## src/rtl/mem_store_rmw_pkg.sv

```systemverilog
// Shared definitions for the store read-modify-write block: access-size
// codes, FSM state encoding and the alignment/legality helper.
package mem_store_rmw_pkg;

    // Access size encoding shared with the load extractor; 2'b11 is undefined.
    localparam int MEM_ACCESS_SIZE_WIDTH = 2;
    localparam logic [MEM_ACCESS_SIZE_WIDTH-1:0] MEM_ACCESS_SIZE_BYTE = 2'd0;
    localparam logic [MEM_ACCESS_SIZE_WIDTH-1:0] MEM_ACCESS_SIZE_HALF = 2'd1;
    localparam logic [MEM_ACCESS_SIZE_WIDTH-1:0] MEM_ACCESS_SIZE_WORD = 2'd2;

    // Store FSM state encoding.
    localparam int STORE_ST_WIDTH = 3;
    typedef enum logic [STORE_ST_WIDTH-1:0] {
        STORE_ST_IDLE = 3'd0,
        STORE_ST_RD   = 3'd1,
        STORE_ST_WR   = 3'd2,
        STORE_ST_DONE = 3'd3,
        STORE_ST_ERR  = 3'd4
    } store_state_t;

    // A store is rejected when its size code is undefined or the address is
    // not naturally aligned for that size. Bytes are always aligned.
    function automatic logic store_illegal(
        input logic [MEM_ACCESS_SIZE_WIDTH-1:0] size,
        input logic [1:0]                       addr_lo
    );
        logic bad;
        case (size)
            MEM_ACCESS_SIZE_BYTE: bad = 1'b0;
            MEM_ACCESS_SIZE_HALF: bad = addr_lo[0];
            MEM_ACCESS_SIZE_WORD: bad = (addr_lo != 2'b00);
            default:              bad = 1'b1;
        endcase
        return bad;
    endfunction

endpackage

```

## src/rtl/store_lane_merge.sv

```systemverilog
// Combinational lane merge: inserts the right-aligned store data into the
// word read back from memory at the lane selected by the low address bits.
module store_lane_merge
    import mem_store_rmw_pkg::*;
(
    input  logic [31:0]                      rd,
    input  logic [31:0]                      d,
    input  logic [MEM_ACCESS_SIZE_WIDTH-1:0] size,
    input  logic [1:0]                       addr_lo,
    output logic [31:0]                      merged
);

    // Start from the read word and overwrite only the lane being stored;
    // a full word store ignores the read word entirely.
    always_comb begin
        merged = rd;
        case (size)
            MEM_ACCESS_SIZE_BYTE: begin
                case (addr_lo)
                    2'd0:    merged[7:0]   = d[7:0];
                    2'd1:    merged[15:8]  = d[7:0];
                    2'd2:    merged[23:16] = d[7:0];
                    default: merged[31:24] = d[7:0];
                endcase
            end
            MEM_ACCESS_SIZE_HALF: begin
                if (addr_lo[1]) begin
                    merged[31:16] = d[15:0];
                end else begin
                    merged[15:0] = d[15:0];
                end
            end
            MEM_ACCESS_SIZE_WORD: begin
                merged = d;
            end
            default: begin
                merged = rd;
            end
        endcase
    end

endmodule

```

## src/rtl/mem_store_rmw.sv

```systemverilog
// Store unit for a word-only data memory. Word stores are written directly;
// byte and half stores fetch the aligned word, merge the new lane and write
// it back. Busy stalls the pipeline until the store commits or is rejected.
module mem_store_rmw
    import mem_store_rmw_pkg::*;
#(
    parameter int AW = 32,
    parameter int DW = 32
) (
    input  logic                             clk,
    input  logic                             rst,
    input  logic                             st_req_i,
    input  logic [AW-1:0]                    st_addr_i,
    input  logic [DW-1:0]                    st_data_i,
    input  logic [MEM_ACCESS_SIZE_WIDTH-1:0] st_size_i,
    output logic                             st_busy_o,
    output logic                             st_done_o,
    output logic                             st_err_o,
    output logic                             mem_req_o,
    output logic                             mem_we_o,
    output logic [AW-1:0]                    mem_addr_o,
    output logic [DW-1:0]                    mem_wdata_o,
    input  logic [DW-1:0]                    mem_rdata_i,
    input  logic                             mem_ack_i
);

    store_state_t                     state;
    logic [AW-1:0]                    addr_q;
    logic [DW-1:0]                    data_q;
    logic [MEM_ACCESS_SIZE_WIDTH-1:0] size_q;
    logic [DW-1:0]                    rdata_q;
    logic [DW-1:0]                    merged_word;

    store_lane_merge u_merge (
        .rd      (rdata_q),
        .d       (data_q),
        .size    (size_q),
        .addr_lo (addr_q[1:0]),
        .merged  (merged_word)
    );

    // Store sequencing: accept and classify in IDLE, hold each memory
    // request until acknowledged, then pulse done or error for one cycle.
    always_ff @(posedge clk or posedge rst) begin
        if (rst) begin
            state   <= STORE_ST_IDLE;
            addr_q  <= '0;
            data_q  <= '0;
            size_q  <= '0;
            rdata_q <= '0;
        end else begin
            case (state)
                STORE_ST_IDLE: begin
                    if (st_req_i) begin
                        addr_q <= st_addr_i;
                        data_q <= st_data_i;
                        size_q <= st_size_i;
                        if (store_illegal(st_size_i, st_addr_i[1:0])) begin
                            state <= STORE_ST_ERR;
                        end else if (st_size_i == MEM_ACCESS_SIZE_WORD) begin
                            state <= STORE_ST_WR;
                        end else begin
                            state <= STORE_ST_RD;
                        end
                    end
                end
                STORE_ST_RD: begin
                    if (mem_ack_i) begin
                        rdata_q <= mem_rdata_i;
                        state   <= STORE_ST_WR;
                    end
                end
                STORE_ST_WR: begin
                    if (mem_ack_i) begin
                        state <= STORE_ST_DONE;
                    end
                end
                STORE_ST_DONE: begin
                    state <= STORE_ST_IDLE;
                end
                STORE_ST_ERR: begin
                    state <= STORE_ST_IDLE;
                end
                default: begin
                    state <= STORE_ST_IDLE;
                end
            endcase
        end
    end

    // Outputs decode from the state register only, so they hold steady while
    // waiting for ack and all drop as soon as reset forces the state to IDLE.
    always_comb begin
        st_busy_o   = (state != STORE_ST_IDLE);
        st_done_o   = (state == STORE_ST_DONE);
        st_err_o    = (state == STORE_ST_ERR);
        mem_req_o   = (state == STORE_ST_RD) || (state == STORE_ST_WR);
        mem_we_o    = (state == STORE_ST_WR);
        mem_addr_o  = '0;
        mem_wdata_o = '0;
        if (mem_req_o) begin
            mem_addr_o = {addr_q[AW-1:2], 2'b00};
        end
        if (state == STORE_ST_WR) begin
            mem_wdata_o = merged_word;
        end
    end

endmodule

```

## config.mk

```make
export PLATFORM = sky130hd
export DESIGN_NAME = mem_store_rmw
export DESIGN_NICKNAME = d
export VERILOG_FILES = /design/src/rtl/mem_store_rmw_pkg.sv /design/src/rtl/store_lane_merge.sv /design/src/rtl/mem_store_rmw.sv
export SDC_FILE = /design/constraint.sdc
export NUM_CORES = 1
export LEC_CHECK = 0
export BUFFER_PORTS_ARGS = -buffer_cell sky130_fd_sc_hd__buf_4
export CORE_MARGIN = 2
export CORE_UTILIZATION = 55
export DETAILED_ROUTE_END_ITERATION = 16
export GPL_TIMING_DRIVEN = 0
export PLACE_DENSITY_LB_ADDON = 0.15
export SLEW_MARGIN = 10
export SYNTH_ARGS = -nofsm -noshare
export SYNTH_HDL_FRONTEND = slang
export SYNTH_SLANG_ARGS = --single-unit
```

## constraint.sdc

```tcl
create_clock -name clk -period 6.9 [get_ports clk]
set_input_delay 2.07 -clock clk [delete_from_list [all_inputs] [get_ports clk]]
set_output_delay 2.07 -clock clk [all_outputs]
set_load 0.005 [all_outputs]
```

After elaboration in Yosys (flattened, before gate mapping)

Index checks and enable logic that the tools add are counted.
Widths: inputs -> output; s select.

Reduce and logical (&&, ||, !) cells: 11
Muxes and demuxes: 18
Eq/ne operators: 13

Operators by type and width:

| kind               | count |
|---|---|
| $pmux 32 s3        | 1 |
| $mux 32            | 2 |
| $mux 16            | 2 |
| $mux 8             | 4 |
| $mux 3             | 4 |
| $pmux 3 s3         | 1 |
| $eq 2x1->1 const B | 3 |
| $eq 2x2->1 const B | 3 |
| $eq 3x2->1 const B | 2 |
| $logic_not 2->1    | 3 |
| $ne 2x2->1 const B | 2 |
| $reduce_and 2->1   | 2 |
| $eq 3x1->1 const B | 1 |
| $eq 3x3->1 const B | 1 |
| $logic_not 3->1    | 1 |
| $pmux 1 s3         | 1 |
| $reduce_and 3->1   | 1 |
| $reduce_bool 3->1  | 1 |
| $reduce_or 3->1    | 1 |
| $mux 1             | 2 |
| $mux 2             | 1 |
| $ne 2x1->1 const B | 1 |
| $reduce_bool 2->1  | 1 |
| $logic_or 1x1->1   | 1 |

Word-level logic and storage cells: 47
Bits in registers: 101

Longest topological paths before layout

Gate-level depths: netlist (run 1).

Depth after elaboration: 7
Gate-level depth with buffers: 6

By module

From an unflattened synthesis (run 1), not the netlist that was laid out.

Cell total of the unflattened synthesis: 433
Area total of the unflattened synthesis: 5,313.8 um2

By module, submodules not included:

| module           | area an instance (um2) | instances | cells an instance | sequential area each (um2) |
|---|---|---|---|---|
| mem_store_rmw    | 4,320.4                | 1         | 306               | 2,527.4 |
| store_lane_merge | 993.5                  | 1         | 127               | 0.0 |

Worst setup path after synthesis (run 1)

No wires, ideal clock.

Path kind: reg-to-output
From: register size_q[1]
To: output port mem_wdata_o[10]
Stages on the path, launching flop included: 6
Path buffers: 1
Arrival time: 1.375 ns
Setup slack: 3.455 ns
Required time: 4.830 ns
Path through: dfrtp_1 nor2_1 and2_0 clkbuf_1 nand3b_1 a31oi_1

Cells in the longest elaborated chain, start to end: 3

RTL lines:

| element                            | line                   | source |
|---|---|---|
| start: declaration                 | mem_store_rmw.sv:30    | `logic [MEM_ACCESS_SIZE_WIDTH-1:0] size_q;` |
| start signal: assignment           | mem_store_rmw.sv:57    | `size_q <= st_size_i;` |
| $eq 2x2->1 (tied with other cells) | store_lane_merge.sv:17 | `case (size)` |
| $pmux 32 s3 (*)                    | store_lane_merge.sv:17 |  |
| $mux 32 (*)                        | mem_store_rmw.sv:104   | `if (state == STORE_ST_WR) begin` |
| end: declaration                   | mem_store_rmw.sv:22    | `output logic [DW-1:0] mem_wdata_o,` |

Mark *: on every way between the ends. The rest lies on a longest branch, timed or not.

Final worst setup path (run 1)

From: register size_q[1]
To: output port mem_wdata_o[9]

The elaborated chain is that of the path after synthesis.

==> results of run 1 <==
-- power by group through the flow --
stage                     Combinational, mW  Sequential, mW  Clock, mW
final                                  1.67            1.13      0.359
after global routing                   1.82            1.17      0.386
after CTS                              1.68            1.12      0.366
after detailed placement               1.67            1.13          0
after global placement                 1.62            1.12          0
after floorplan                        1.14            1.04          0
-- layer usage --
metal  track usage, %  wire, µm  part of all wire, %
met5                0         0                    0
met2             44.8      6700                   49
met1             35.8      5700                   42
met3             6.21       940                  6.9
met4             9.04       245                  1.8
-- Yosys cell counts (2+ instances only) --
| cell type | n | area [µm²] |
|---|---|---|
| buf_4 | 4 | 30.0 |
| buf_12 | 5 | 100 |
| a31oi_1 | 14 | 87.6 |
| dfrtp_1 | 101 | 2530 |
| mux2_4 | 40 | 601 |
| buf_2 | 8 | 40.0 |
| o21ai_0 | 10 | 50.1 |
| nand2_1 | 17 | 63.8 |
| mux2i_1 | 8 | 80.1 |
| inv_1 | 5 | 18.8 |
| nand3_1 | 11 | 55.1 |
| nor2b_1 | 3 | 18.8 |
| mux2_2 | 58 | 653 |
| a22oi_1 | 9 | 67.6 |
| nor3_1 | 2 | 10.0 |
| clkbuf_1 | 15 | 56.3 |
| and2_1 | 32 | 200 |
| nand3b_1 | 14 | 105 |
| nand2b_1 | 3 | 18.8 |
| nor3b_1 | 2 | 15.0 |
| a21oi_1 | 18 | 90.1 |
| a221oi_1 | 7 | 61.3 |
| nor2_1 | 22 | 82.6 |
-- stage by stage --
step	power, mW	hold WS (ns)	cells
final	3.16	0.512	745
after floorplan	2.18	0.472	431
after detailed placement	2.80	0.487	729
after global placement	2.74	0.481	728
after global routing	3.37	0.529	745
after CTS	3.17	0.514	745
-- path summary, 6_finish.rpt --
kind | endpoint | slack, ns | cells after the start
worst max-delay path | mem_wdata_o[9] | 2.53 | 6
worst min-delay path | addr_q[24] | 0.51 | 1
worst max register to register | rdata_q[21] | 4.97 | 4
worst min register to register | addr_q[24] | 0.51 | 1
max in group asynchronous | rdata_q[6] | 4.46 | 3
min in group asynchronous | state[2] | 1.74 | 2
-- worst max-delay path, stage by stage (launching register included) --
cell	delay [ns]
dfrtp_1	0.45
nor2_1	0.46
and2_0	0.20
clkbuf_1	0.26
nand3b_1	0.13
a31oi_1	0.28
buf_4	0.16
-- cells by family (layout without fill, tap and decap cells) --
logic type | after synthesis | count (layout) | share of synthesized area [%]
buffers and inverters | 39 | 224 | 5.00
AOI/OAI and AO/OA | 68 | 68 | 8.45
muxes | 106 | 106 | 25.5
xor gates and xnor gates | 1 | 1 | 0.168
DFF | 101 | 101 | 48.3
and+or+nand+nor | 114 | 114 | 12.5
other | 1 | 2 | 0.0717
-- flip-flops by register name, indices dropped and copies added, names as in the netlist --
register / cells
rdata_q: 32
state: 3
size_q: 2
data_q: 32
addr_q: 32
-- placed cells by master (no fill, tap or decap), types with 9 or more instances in the layout --
cell	count
nor2_1	22
mux2_2	58
nand3b_1	14
clkbuf_8	9
dfrtp_1	101
and2_1	32
clkbuf_1	15
a21oi_1	18
nand3_1	11
a22oi_1	9
o21ai_0	10
a31oi_1	14
buf_4	172
nand2_1	17
mux2_4	40
-- layout make-up --
| cell class | instances | share of cell area (%) |
|---|---|---|
| sequential | 101 | 36.8 |
| multi-input combinational | 291 | 35.6 |
| timing repair buffer | 169 | 18.8 |
| buffer | 34 | 3.54 |
| tap | 129 | 2.35 |
| clock buffer | 9 | 1.80 |
| clock inverter | 7 | 0.820 |
| inverter | 5 | 0.310 |
==> impl_metrics.env, run 1 <==
export IMPL_dieWidth_um=102
export IMPL_wl_um=13600
export IMPL_synthCells=430
export IMPL_min_from="addr_q[24]"
export IMPL_clock_path_buffers=2
export IMPL_cts_inserted_buffers=9
export IMPL_layout_nets=713
export IMPL_ys_seq_area_share_pct=48.3
export IMPL_fin_area_um2=6870
export IMPL_tritoncts="yes"
export IMPL_rr_startpoint="state[2]"
export IMPL_p_per_area_nw_per_um2=461
export IMPL_area_growth_syn_to_layout_pct=31.3
export IMPL_fin_crit_ns=4.37
export IMPL_setup_tns_ns=0
export IMPL_fin_skew_ns=0.0138
export IMPL_p_sw_mw=1.18
export IMPL_setup_slack_ns=2.53
export IMPL_critPathMaxFanout=7
export IMPL_p_int_mw=1.98
export IMPL_power_frac_comb_pct=52.9
export IMPL_hold_path_class="reg -> reg"
export IMPL_worstMarginPinSlew_ns=0.554
export IMPL_std_cell_rows=35
export IMPL_ys_ff_latch=101
export IMPL_cts_sinks=101
export IMPL_num_antenna_cells=0
export IMPL_yosysUniqueCellTypes=45
export IMPL_wl_per_cell_um=18.2
export IMPL_status="finished, final reports clean"
export IMPL_ctsHoldBuffers=0
export IMPL_ys_async_sr_fraction_pct=100
export IMPL_core_area_um2=9240
export IMPL_cts_setup_buffers=0
export IMPL_cts_resized=0
export IMPL_htreeDepth=3
export IMPL_route_detailed_drc=0
export IMPL_crit_required_ns=4.83
export IMPL_drtIter0Drc=236
export IMPL_crit_start="size_q[1]"
export IMPL_boundaryPins=171
export IMPL_hold_viol_final=0
export IMPL_fp_dieH_um=102
export IMPL_multi_input_area_um2=2440
export IMPL_switching_share_pct=37.4
export IMPL_final_util_pct=74.3
export IMPL_hpwl_um=10100
export IMPL_cts_root_buf="clkbuf_8"
export IMPL_grt_usage_pct=27.2
export IMPL_num_vias=4101
export IMPL_place_congestion=0.936
export IMPL_irDropWorstVdd_v=0.000291
export IMPL_synth_ff_type="dfrtp_1"
export IMPL_drive_gt1_share_pct=50.2
export IMPL_grt_start_max_net_pins=61
export IMPL_syn_area_um2=5230
export IMPL_final_max_slew_viol_count=0
export IMPL_min_period_over_period_pct=63.4
export IMPL_fillers=698
export IMPL_setup_viol=0
export IMPL_critPathArrivalTime_ns=2.30
export IMPL_cap_violations=0
export IMPL_grt_pass1_vias=4328
export IMPL_antenna_found_initial=0
export IMPL_overflow=0
export IMPL_antenna_left=0
export IMPL_seq_area_um2=2530
export IMPL_first_pass_iters=5
export IMPL_slew_headroom_pct=62.9
export IMPL_synth_edff_count=0
export IMPL_cp_start_kind="register"
export IMPL_port_buffers=168
export IMPL_critPathKind="reg -> out"
export IMPL_max_freq_mhz=229
export IMPL_clock_latency_ns=0.37
export IMPL_grt_pass1_wl_um=21700
export IMPL_synth_area_per_cell_um2=12.2
export IMPL_p_leak_nw=3.22
export IMPL_grt_setup_unrepaired="no"
export IMPL_placed_cell_area_um2=6690
export IMPL_pwr_share_clk_pct=11.4
export IMPL_place_ws_ns=3.00
export IMPL_dieArea_um2=10300
export IMPL_pwr_share_seq_pct=35.8
export IMPL_start_util_pct=56.6
export IMPL_worstSetupEndpointType="primary output"
export IMPL_yosysWarnings=0
export IMPL_via_per_inst=5.50
export IMPL_cts_clk_slew_worst_paths_ns=0.11
Note: power is estimated with default switching activity, not from simulation.
==> run 2: changes to the inputs <==
--- a/config.mk
+++ b/config.mk
@@ -5,9 +5,10 @@
 export SDC_FILE = /design/constraint.sdc
 export NUM_CORES = 1
 export LEC_CHECK = 0
+export ABC_AREA = 1
 export BUFFER_PORTS_ARGS = -buffer_cell sky130_fd_sc_hd__buf_4
 export CORE_MARGIN = 2
-export CORE_UTILIZATION = 55
+export CORE_UTILIZATION = 52
 export DETAILED_ROUTE_END_ITERATION = 16
 export GPL_TIMING_DRIVEN = 0
 export PLACE_DENSITY_LB_ADDON = 0.15
==> constraint.sdc (replaced) <==
create_clock -name clk -period 4.5 [get_ports clk]
set_input_delay 1.35 -clock clk [delete_from_list [all_inputs] [get_ports clk]]
set_output_delay 1.35 -clock clk [all_outputs]
set_load 0.005 [all_outputs]
==> impl_metrics.env, run 2 <==
export IMPL_status="finished, final reports clean"
export IMPL_ys_ff_latch=101
export IMPL_boundaryPins=171
export IMPL_synth_edff_count=0
export IMPL_final_util_pct=69.3
export IMPL_crit_chain="buf_6 -> nor2_4 -> o21ai_2 -> nand2_2 -> nand2_1 -> a21oi_1 -> buf_4"
export IMPL_area_growth_syn_to_layout_pct=30.0
export IMPL_synth_ff_type="dfrtp_1"
export IMPL_setup_viol=0
export IMPL_synthSimpleGateAreaFrac_pct=32.4
export IMPL_ys_seq_area_share_pct=46.1
export IMPL_wl_um=16400
export IMPL_fin_skew_ns=0.0107
export IMPL_p_leak_nw=3.85
export IMPL_ys_async_sr_fraction_pct=100
export IMPL_first_pass_iters=5
export IMPL_crit_path_max_incr_delay_ns=0.42
export IMPL_cp_start_kind="register"
export IMPL_place_congestion=0.926
export IMPL_r2r_cells=5
export IMPL_min_from="data_q[26]"
export IMPL_yosysWarnings=0
export IMPL_grt_pass1_wl_um=26500
export IMPL_hold_viol_final=0
export IMPL_antenna_found_initial=0
export IMPL_final_common_cell="nand2_1"
export IMPL_final_max_slew_viol_count=0
export IMPL_htreeDepth=3
export IMPL_syn_area_um2=5480
export IMPL_crit_required_ns=3.15
export IMPL_cts_setup_buffers=0
export IMPL_slew_headroom_pct=52.1
export IMPL_dieArea_um2=11400
export IMPL_tritoncts="yes"
export IMPL_synth_top_family_by_area="simple AND/OR/NAND/NOR gates"
export IMPL_whs_ns=0.487
export IMPL_cts_sinks=101
export IMPL_drive_gt1_share_pct=25.7
export IMPL_min_period_over_period_pct=73.3
export IMPL_synth_area_leaders="dfrtp_1 46%, nand2_1 20%, o21ai_0 9.0%, inv_1 4.9%, nand3_1 4.7%"
export IMPL_worstSetupEndpointType="primary output"
export IMPL_overflow=0
export IMPL_yosysTopAreaCell="dfrtp_1"
export IMPL_critPathKind="reg -> out"
export IMPL_critPathMaxFanout=10
export IMPL_top_regs="addr_q (32), data_q (32), rdata_q (32)"
export IMPL_via_per_inst=5.16
export IMPL_std_cell_rows=37
export IMPL_wl_per_cell_um=15.0
export IMPL_setup_tns_ns=0
export IMPL_start_util_pct=53.3
export IMPL_core_area_um2=10300
export IMPL_num_antenna_cells=0
export IMPL_whs_path_depth=2
export IMPL_hpwl_um=12600
export IMPL_synth_xor_xnor_area_share_pct=0
export IMPL_synthAdderAreaFrac_pct=0
export IMPL_synth_compound_area_share_pct=10.9
export IMPL_cts_inserted_buffers=9
export IMPL_grt_setup_unrepaired="no"
export IMPL_yosysMostFrequentCell="nand2_1"
export IMPL_grt_pass1_vias=5393
export IMPL_cap_violations=0
export IMPL_port_buffers=168
export IMPL_rr_startpoint="state[2]"
export IMPL_crit_cells=7
export IMPL_p_per_area_nw_per_um2=659
export IMPL_cp_top_family="simple AND/OR/NAND/NOR gates"
export IMPL_synth_area_per_cell_um2=7.10
export IMPL_final_cell_mix="296 x nand2_1, 176 x buf_4, 101 x dfrtp_1, 99 x o21ai_0, 70 x inv_1"
export IMPL_synth_top_area_share_pct=46.1
export IMPL_irDropWorstVdd_v=0.000436
export IMPL_fillers=924
export IMPL_critPathArrivalTime_ns=1.95
export IMPL_cts_resized=0
export IMPL_num_vias=5644
export IMPL_cts_root_buf="clkbuf_8"
export IMPL_multi_input_area_um2=2380
export IMPL_path_buf_inv=2
export IMPL_yosysUniqueCellTypes=23
export IMPL_cts_clk_slew_worst_paths_ns=0.11
export IMPL_rrSetupSlack_ns=3.00
export IMPL_ctsHoldBuffers=0
export IMPL_clock_latency_ns=0.39
export IMPL_synth_mux_area_share_pct=0
export IMPL_dieWidth_um=107
export IMPL_seq_area_um2=2530
export IMPL_max_freq_mhz=303
export IMPL_fin_area_um2=7120
export IMPL_fp_dieH_um=107
export IMPL_fin_crit_ns=3.30
export IMPL_grt_usage_pct=30.0
export IMPL_worstMarginPinSlew_ns=0.718
export IMPL_yosys_top_cells_count="296 x nand2_1, 101 x dfrtp_1, 99 x o21ai_0, 71 x inv_1, 65 x nor2_1"
export IMPL_hold_path_class="reg -> reg"
export IMPL_antenna_left=0
export IMPL_route_detailed_drc=0
export IMPL_synthCells=772
export IMPL_slowest_stage="dfrtp_1"
export IMPL_placed_cell_area_um2=6940
export IMPL_clock_path_buffers=2
export IMPL_layout_nets=1055
export IMPL_crit_start="size_q[0]"
export IMPL_grt_start_max_net_pins=56
export IMPL_drtIter0Drc=344
## run 2: path summary, 6_finish.rpt
kind | endpoint
worst min register to register | data_q[26]
worst max register to register | rdata_q[26]
max in group asynchronous | rdata_q[10]
min in group asynchronous | data_q[22]
worst max-delay path | mem_wdata_o[5]
worst min-delay path | data_q[26]
## run 2: kinds of logic (layout without fill, tap and decap cells)
kind of cell	count (synthesis)	count (layout)
AOI/OAI and AO/OA	119	119
other	1	2
buffers and inverters	122	307
DFF	101	101
and+or+nand+nor	429	429
## run 2: worst reg2reg max path: cells and delay by family (launching register included)
kind,cells,cell delay [ns]
simple gates,3,0.41
flops,1,0.44
compound gates,1,0.15
buf+inv,1,0.37
## run 2: metrics by stage
step	std cells	worst slack [ns]	power (mW)
2_1_floorplan	773	0.503	3.16
3_3_place_gp	1077	-0.607	4.05
3_5_place_dp	1078	1.64	4.14
4_1_cts	1094	1.19	4.69
5_1_grt	1094	1.10	5.10
6_report	1094	1.20	4.69
## run 2: area by class of cell
type	instances	area share, %
Multi-Input combinational cell	550	33.4
Tap cell	136	2.39
Clock buffer	11	1.99
Clock inverter	5	0.510
Buffer	41	3.78
Inverter	81	4.31
Timing Repair Buffer	169	18.1
Sequential cell	101	35.5
## run 2: report_power, final
part	total [mW]	internal, mW	switching (mW)
logic	2.54	1.00	1.54
clock network	0.547	0.216	0.330
registers	1.61	1.34	0.270
total	4.69	2.56	2.14
## run 2: routing by layer
layer	share of wire, %	track usage [%]	vias up
met5	0	0	-
met4	1.7	7.79	0
met3	7.8	8.15	19
met2	48	48.2	228
met1	43	40.4	2654
li1	-	-	2743
